--- src/rtl/instr_fetch_pkg.sv ---
// Shared types and defaults for the instruction fetch stage.
package instr_fetch_pkg;

  localparam int PC_W    = 32;
  localparam int INSTR_W = 32;

  localparam logic [PC_W-1:0] DEF_RESET_PC = 32'd0;
  localparam logic [PC_W-1:0] DEF_PC_STEP  = 32'd4;
  localparam logic [PC_W-1:0] DEF_PROG_END = 32'd20;

  typedef enum logic [0:0] {
    ST_FETCH = 1'b0,
    ST_DONE  = 1'b1
  } fetch_state_e;

  // Branch targets are forced onto a word boundary.
  function automatic logic [PC_W-1:0] align_pc(input logic [PC_W-1:0] pc);
    return {pc[PC_W-1:2], 2'b00};
  endfunction

endpackage

--- src/rtl/instr_fetch_pc_gen.sv ---
// Next-PC selection: reset, branch redirect, sequential increment or hold.
module instr_fetch_pc_gen
  import instr_fetch_pkg::*;
#(
  parameter logic [PC_W-1:0] RESET_PC = DEF_RESET_PC,
  parameter logic [PC_W-1:0] PC_STEP  = DEF_PC_STEP
) (
  input  logic            reset_i,
  input  logic            redirect_i,
  input  logic [PC_W-1:0] redirect_pc_i,
  input  logic            advance_i,
  input  logic [PC_W-1:0] pc_q_i,
  output logic [PC_W-1:0] pc_d_o
);

  always_comb begin
    pc_d_o = pc_q_i;
    if (reset_i) begin
      pc_d_o = RESET_PC;
    end else if (redirect_i) begin
      pc_d_o = align_pc(redirect_pc_i);
    end else if (advance_i) begin
      // Wraps modulo 2^32 by construction.
      pc_d_o = pc_q_i + PC_STEP;
    end else begin
      pc_d_o = pc_q_i;
    end
  end

endmodule

--- src/rtl/instr_fetch.sv ---
// Fetch stage: PC register, instruction-memory address, registered fetch slot
// toward decode with branch redirect and end-of-program halt.
module instr_fetch
  import instr_fetch_pkg::*;
#(
  parameter logic [PC_W-1:0] RESET_PC = DEF_RESET_PC,
  parameter logic [PC_W-1:0] PC_STEP  = DEF_PC_STEP,
  parameter logic [PC_W-1:0] PROG_END = DEF_PROG_END
) (
  input  logic               clk,
  input  logic               reset,
  output logic [PC_W-1:0]    mem_addr,
  input  logic [INSTR_W-1:0] mem_instr,
  input  logic               redirect_valid,
  input  logic [PC_W-1:0]    redirect_pc,
  input  logic               id_ready,
  output logic               id_valid,
  output logic [INSTR_W-1:0] id_instr,
  output logic [PC_W-1:0]    id_pc,
  output logic               fetch_done
);

  fetch_state_e        state_q, state_d;
  logic [PC_W-1:0]     pc_q, pc_d;
  logic                id_valid_q, id_valid_d;
  logic [INSTR_W-1:0]  id_instr_q, id_instr_d;
  logic [PC_W-1:0]     id_pc_q, id_pc_d;
  logic                fetch_done_q, fetch_done_d;
  logic                slot_free_s;
  logic                advance_s;

  assign slot_free_s = !id_valid_q || id_ready;

  instr_fetch_pc_gen #(
    .RESET_PC (RESET_PC),
    .PC_STEP  (PC_STEP)
  ) u_pc_gen (
    .reset_i       (reset),
    .redirect_i    (redirect_valid),
    .redirect_pc_i (redirect_pc),
    .advance_i     (advance_s),
    .pc_q_i        (pc_q),
    .pc_d_o        (pc_d)
  );

  always_comb begin
    state_d    = state_q;
    id_valid_d = id_valid_q;
    id_instr_d = id_instr_q;
    id_pc_d    = id_pc_q;
    advance_s  = 1'b0;
    if (redirect_valid) begin
      // The in-flight slot is squashed even if decode is taking it.
      state_d    = ST_FETCH;
      id_valid_d = 1'b0;
    end else begin
      case (state_q)
        ST_FETCH: begin
          if (pc_q >= PROG_END) begin
            state_d    = ST_DONE;
            id_valid_d = id_valid_q && !id_ready;
          end else if (slot_free_s) begin
            advance_s  = 1'b1;
            id_valid_d = 1'b1;
            id_instr_d = mem_instr;
            id_pc_d    = pc_q;
          end else begin
            id_valid_d = id_valid_q;
          end
        end
        ST_DONE: begin
          id_valid_d = id_valid_q && !id_ready;
        end
        default: begin
          state_d    = ST_FETCH;
          id_valid_d = 1'b0;
        end
      endcase
    end
    fetch_done_d = (state_d == ST_DONE) && !id_valid_d;
  end

  always_ff @(posedge clk) begin
    if (reset) begin
      state_q      <= ST_FETCH;
      pc_q         <= RESET_PC;
      id_valid_q   <= 1'b0;
      id_instr_q   <= {INSTR_W{1'b0}};
      id_pc_q      <= {PC_W{1'b0}};
      fetch_done_q <= 1'b0;
    end else begin
      state_q      <= state_d;
      pc_q         <= pc_d;
      id_valid_q   <= id_valid_d;
      id_instr_q   <= id_instr_d;
      id_pc_q      <= id_pc_d;
      fetch_done_q <= fetch_done_d;
    end
  end

  assign mem_addr   = pc_q;
  assign id_valid   = id_valid_q;
  assign id_instr   = id_instr_q;
  assign id_pc      = id_pc_q;
  assign fetch_done = fetch_done_q;

endmodule
--- config.mk ---
export PLATFORM = sky130hd
export DESIGN_NAME = instr_fetch
export DESIGN_NICKNAME = d
export VERILOG_FILES = /design/src/rtl/instr_fetch_pkg.sv /design/src/rtl/instr_fetch_pc_gen.sv /design/src/rtl/instr_fetch.sv
export SDC_FILE = /design/constraint.sdc
export NUM_CORES = 1
export LEC_CHECK = 0
export CAP_MARGIN = 10
export CORE_AREA = 2 2 79 118
export CTS_CLUSTER_DIAMETER = 120
export DETAILED_ROUTE_END_ITERATION = 7
export DIE_AREA = 0 0 81 120
export PLACE_DENSITY = 0.84
export SLEW_MARGIN = 0
export SYNTH_ARGS = -nofsm -noshare
export SYNTH_HDL_FRONTEND = slang
export SYNTH_SLANG_ARGS = --single-unit
export TNS_END_PERCENT = 10
--- constraint.sdc ---
create_clock -name clk -period 2.2 [get_ports clk]
set_input_delay 0.22 -clock clk [delete_from_list [all_inputs] [get_ports clk]]
set_output_delay 0.22 -clock clk [all_outputs]
set_load 0.05 [all_outputs]
==> parameters.txt <==
Parameter                              Value

Synthesis
  Async S/R FF share, synth    0%
  Yosys cell types    36
  Dominant cells by area after synthesis    sky130_fd_sc_hd__dfxtp_1 (56%), sky130_fd_sc_hd__nand3_1 (5.3%), sky130_fd_sc_hd__a21oi_1 (5.2%)
  Share of the synthesized area in the top cell type    56.2%
  Synth Instances    roughly 340
  Number of warnings printed during yosys synthesis    0
  Proportion of synthesized chip area in sequential cells    a little under three fifths
  Number of flip-flops and latches in the synthesized netlist    95
  Total standard cell area after synthesis    0.00338 mm²
  Most frequent cells after synthesis    sky130_fd_sc_hd__dfxtp_1 (95), sky130_fd_sc_hd__nand3_1 (36), sky130_fd_sc_hd__a21oi_1 (35), sky130_fd_sc_hd__o21ai_0 (35), sky130_fd_sc_hd__and2_1 (27)
  Number of synthesized flops with an enable pin    0
  Primary flip-flop cell chosen by synthesis mapping    sky130_fd_sc_hd__dfxtp_1
  Post-synthesis cell type with the largest combined area    sky130_fd_sc_hd__dfxtp_1
  Most instantiated library cell after synthesis    sky130_fd_sc_hd__dfxtp_1
  Mean instance size in the synthesized netlist    approximately 9.9 µm²

Pwr
  IR drop worst, VDD    0.000564 V
  Power Dens Cells    roughly 700 mW/mm²
  Overall power of the completed layout    between 3 and 4 mW
  Static leakage    roughly 2.0 nW

Final layout
  Non-Filler Cell Area, Final    about 0.0054 mm²
  Area delta synth->final    59.2%
  Number of nets in the finished design    570
  Diode insertion count for antenna repair    0
  Share of layout cells above drive strength 1    8.33%

Clocking
  CTS Sinks    between 90 and 100
  Clock tree from TritonCTS    done
  Clock slew at reported path FFs    about 0.070 ns
  Clock network latency to the later pin of the worst-skew pair    approximately 0.34 ns
  Post-CTS Hold Fix Bufs    0
  Max Root-Sink Buffers    2
  Root Driver    sky130_fd_sc_hd__clkbuf_16
  H-Tree Depth    3
  Clock buffer count from CTS    9

Setup path
  Capture instance of the worst register-to-register path    id_pc[31]
  Critical path launch point type    register
  Worst reg2reg startpoint    mem_addr[5]
  Maximum fanout along the worst path    27
  Depth of the worst register-to-register path    6
  Data required time of the worst path    roughly 2.5 ns
  Critical path endpoint category    register
  Category of the critical setup timing path    reg -> reg
  Arrival time at the worst endpoint    2.33 ns
  Setup slack of the worst register-to-register path    0.15 ns

Place
  Placement Setup Slack    0.0672 ns
  Post-Place Cell Area    between 0.005 and 0.006 mm²
  Count of input and output buffers    159
  Hpwl dp    just over 7 mm
  Routability congestion estimate from global placement    between 0.7 and 0.8

Drt
  Final ANT Viol Nets    0
  Post-Route WL    9.67 mm
  Pre-Repair DR Iteration Count    4
  Initial DRC count    104
  Vias post-DR    3111
  DRC violations left    0
  Average detailed-routed wire length per instance    roughly 16 µm
  Mean number of vias per cell    5.07

STA
  Max Clock Skew    roughly 0.0094 ns
  Fin crit share    a little over 90%
  Final critical path time including I/O delays and setup    around 2.0 ns
  Final max-slew violation count    0
  Setup tns final    0 ns
  Final critical-path setup slack    around 0.15 ns
  Finish-stage setup viols    0
  Number of endpoints with negative hold slack in the final report    0
  Actual slew at the worst max-slew pin    around 0.54 ns
  Relative slew slack    roughly 64%
  RSZ-0062 raised after global routing    no
  Max Clk Rate    a little under 0.5 GHz
  Final worst hold slack    0.266 ns

Min path
  Cell depth of the worst hold path    2
  Path type of the worst min-delay path    in -> reg
  HP Start    reset
  Worst hold endpoint    mem_addr[13]

Floorplanning
  I/O pin count    166
  Starting density of the core    roughly two fifths
  Placeable core area    0.00872 mm²
  Floorplan die width    around 80 µm
  FP Rows    between 40 and 50
  Floorplan die area    between 0.009 and 0.01 mm²
  Chip height    between 100 and 150 µm

Global routing
  Global-route wire length before repair    15.1 mm
  Total Routing Usage GR    ~20%
  Initial antenna violation count    0
  Vias in the first global route    just over 3000
  Residual overflow from global routing    0
  Maximum number of pins on one net before global-route repair    39

Run
  Count of maximum capacitance violations    0

Outcome
  Outcome    completed
placed cells by master (no fill, tap or decap), types with 2 or more instances in the layout:
cell / n
sky130_fd_sc_hd__nor4_1: 7
sky130_fd_sc_hd__nor2_1: 15
sky130_fd_sc_hd__buf_2: 2
sky130_fd_sc_hd__a22o_1: 18
sky130_fd_sc_hd__inv_1: 4
sky130_fd_sc_hd__dfxtp_1: 95
sky130_fd_sc_hd__o21ai_0: 35
sky130_fd_sc_hd__clkbuf_16: 9
sky130_fd_sc_hd__nor3_1: 3
sky130_fd_sc_hd__nor2b_1: 2
sky130_fd_sc_hd__ha_1: 3
sky130_fd_sc_hd__a21oi_1: 35
sky130_fd_sc_hd__and2_1: 27
sky130_fd_sc_hd__nand3_1: 36
sky130_fd_sc_hd__clkdlybuf4s50_1: 157
sky130_fd_sc_hd__mux2i_1: 9
sky130_fd_sc_hd__conb_1: 4
sky130_fd_sc_hd__buf_4: 15
sky130_fd_sc_hd__inv_8: 4
sky130_fd_sc_hd__nand2_1: 4
cells by family (layout without fill, tap and decap cells):
logic type,after synthesis,in the layout,share of synthesized area (%)
fa+ha+maj,3,3,1.11
buf+inv,36,195,5.51
compound gates,95,95,17.1
flops,95,95,56.2
mux,9,9,2.66
simple gates,103,103,17.2
other cells,1,4,0.111
final cells by class:
type | count | area (µm²)
fill | 766 | 3340
sequential | 95 | 1900
timing repair buffer | 175 | 1710
multi-input combinational | 214 | 1310
clock buffer | 9 | 225
tap | 110 | 138
clock inverter | 7 | 78.8
inverter | 4 | 15.0
layer usage:
layer / up-vias / routed length [µm] / global-route usage [%]
met5: - / 0 / 0
li1: 1517 / - / -
met3: 16 / 574 / 5.64
met4: 0 / 221 / 7.73
met2: 107 / 5080 / 34.3
met1: 1471 / 3790 / 23.2
registers in the layout, indices dropped and copies added, names as in the netlist:
register    flops
fetch_done      1
id_instr       32
id_pc          30
mem_addr       30
id_valid        1
state_q         1
per-stage QoR:
stage / std cells / util [%]
floorplan: 345 / -
global placement: 595 / 57.9
detailed placement: 595 / 57.9
CTS: 611 / 61.4
global route: 614 / 61.7
finish: 614 / 61.7
where the power goes:
| group | switching (mW) | internal [mW] | total [mW] |
|---|---|---|---|
| registers | 0.0295 | 1.76 | 1.79 |
| clock network | 0.732 | 0.814 | 1.55 |
| logic | 0.285 | 0.223 | 0.508 |
worst max-delay path, stage by stage (launching register included):
cell                      delay [ns]
sky130_fd_sc_hd__dfxtp_1        0.34
sky130_fd_sc_hd__or3_4          0.40
sky130_fd_sc_hd__o211a_1        0.26
sky130_fd_sc_hd__and3_4         0.22
sky130_fd_sc_hd__buf_4          0.15
sky130_fd_sc_hd__a21oi_4        0.41
sky130_fd_sc_hd__and2_1         0.20
timing repair:
item                                    in CTS  in global routing
resized for setup                            0                  1
endpoints found under the setup margin       0                 39
buffers inserted                             0                  2
worst max path at each step:
| stage | startpoint | endpoint | slack, ns |
|---|---|---|---|
| 4_1_cts | mem_addr[27] | id_instr[2] | 0.04 |
| 3_3_place_gp | mem_addr[27] | mem_addr[3] | 0.11 |
| 5_1_grt | mem_addr[5] | mem_addr[3] | 0.01 |
| 6_report | mem_addr[5] | id_pc[31] | 0.15 |
| 3_5_place_dp | mem_addr[27] | id_instr[2] | 0.07 |
| 2_1_floorplan | mem_addr[2] | mem_addr[16] | 0.06 |
Note: power is estimated with default switching activity, not from simulation.
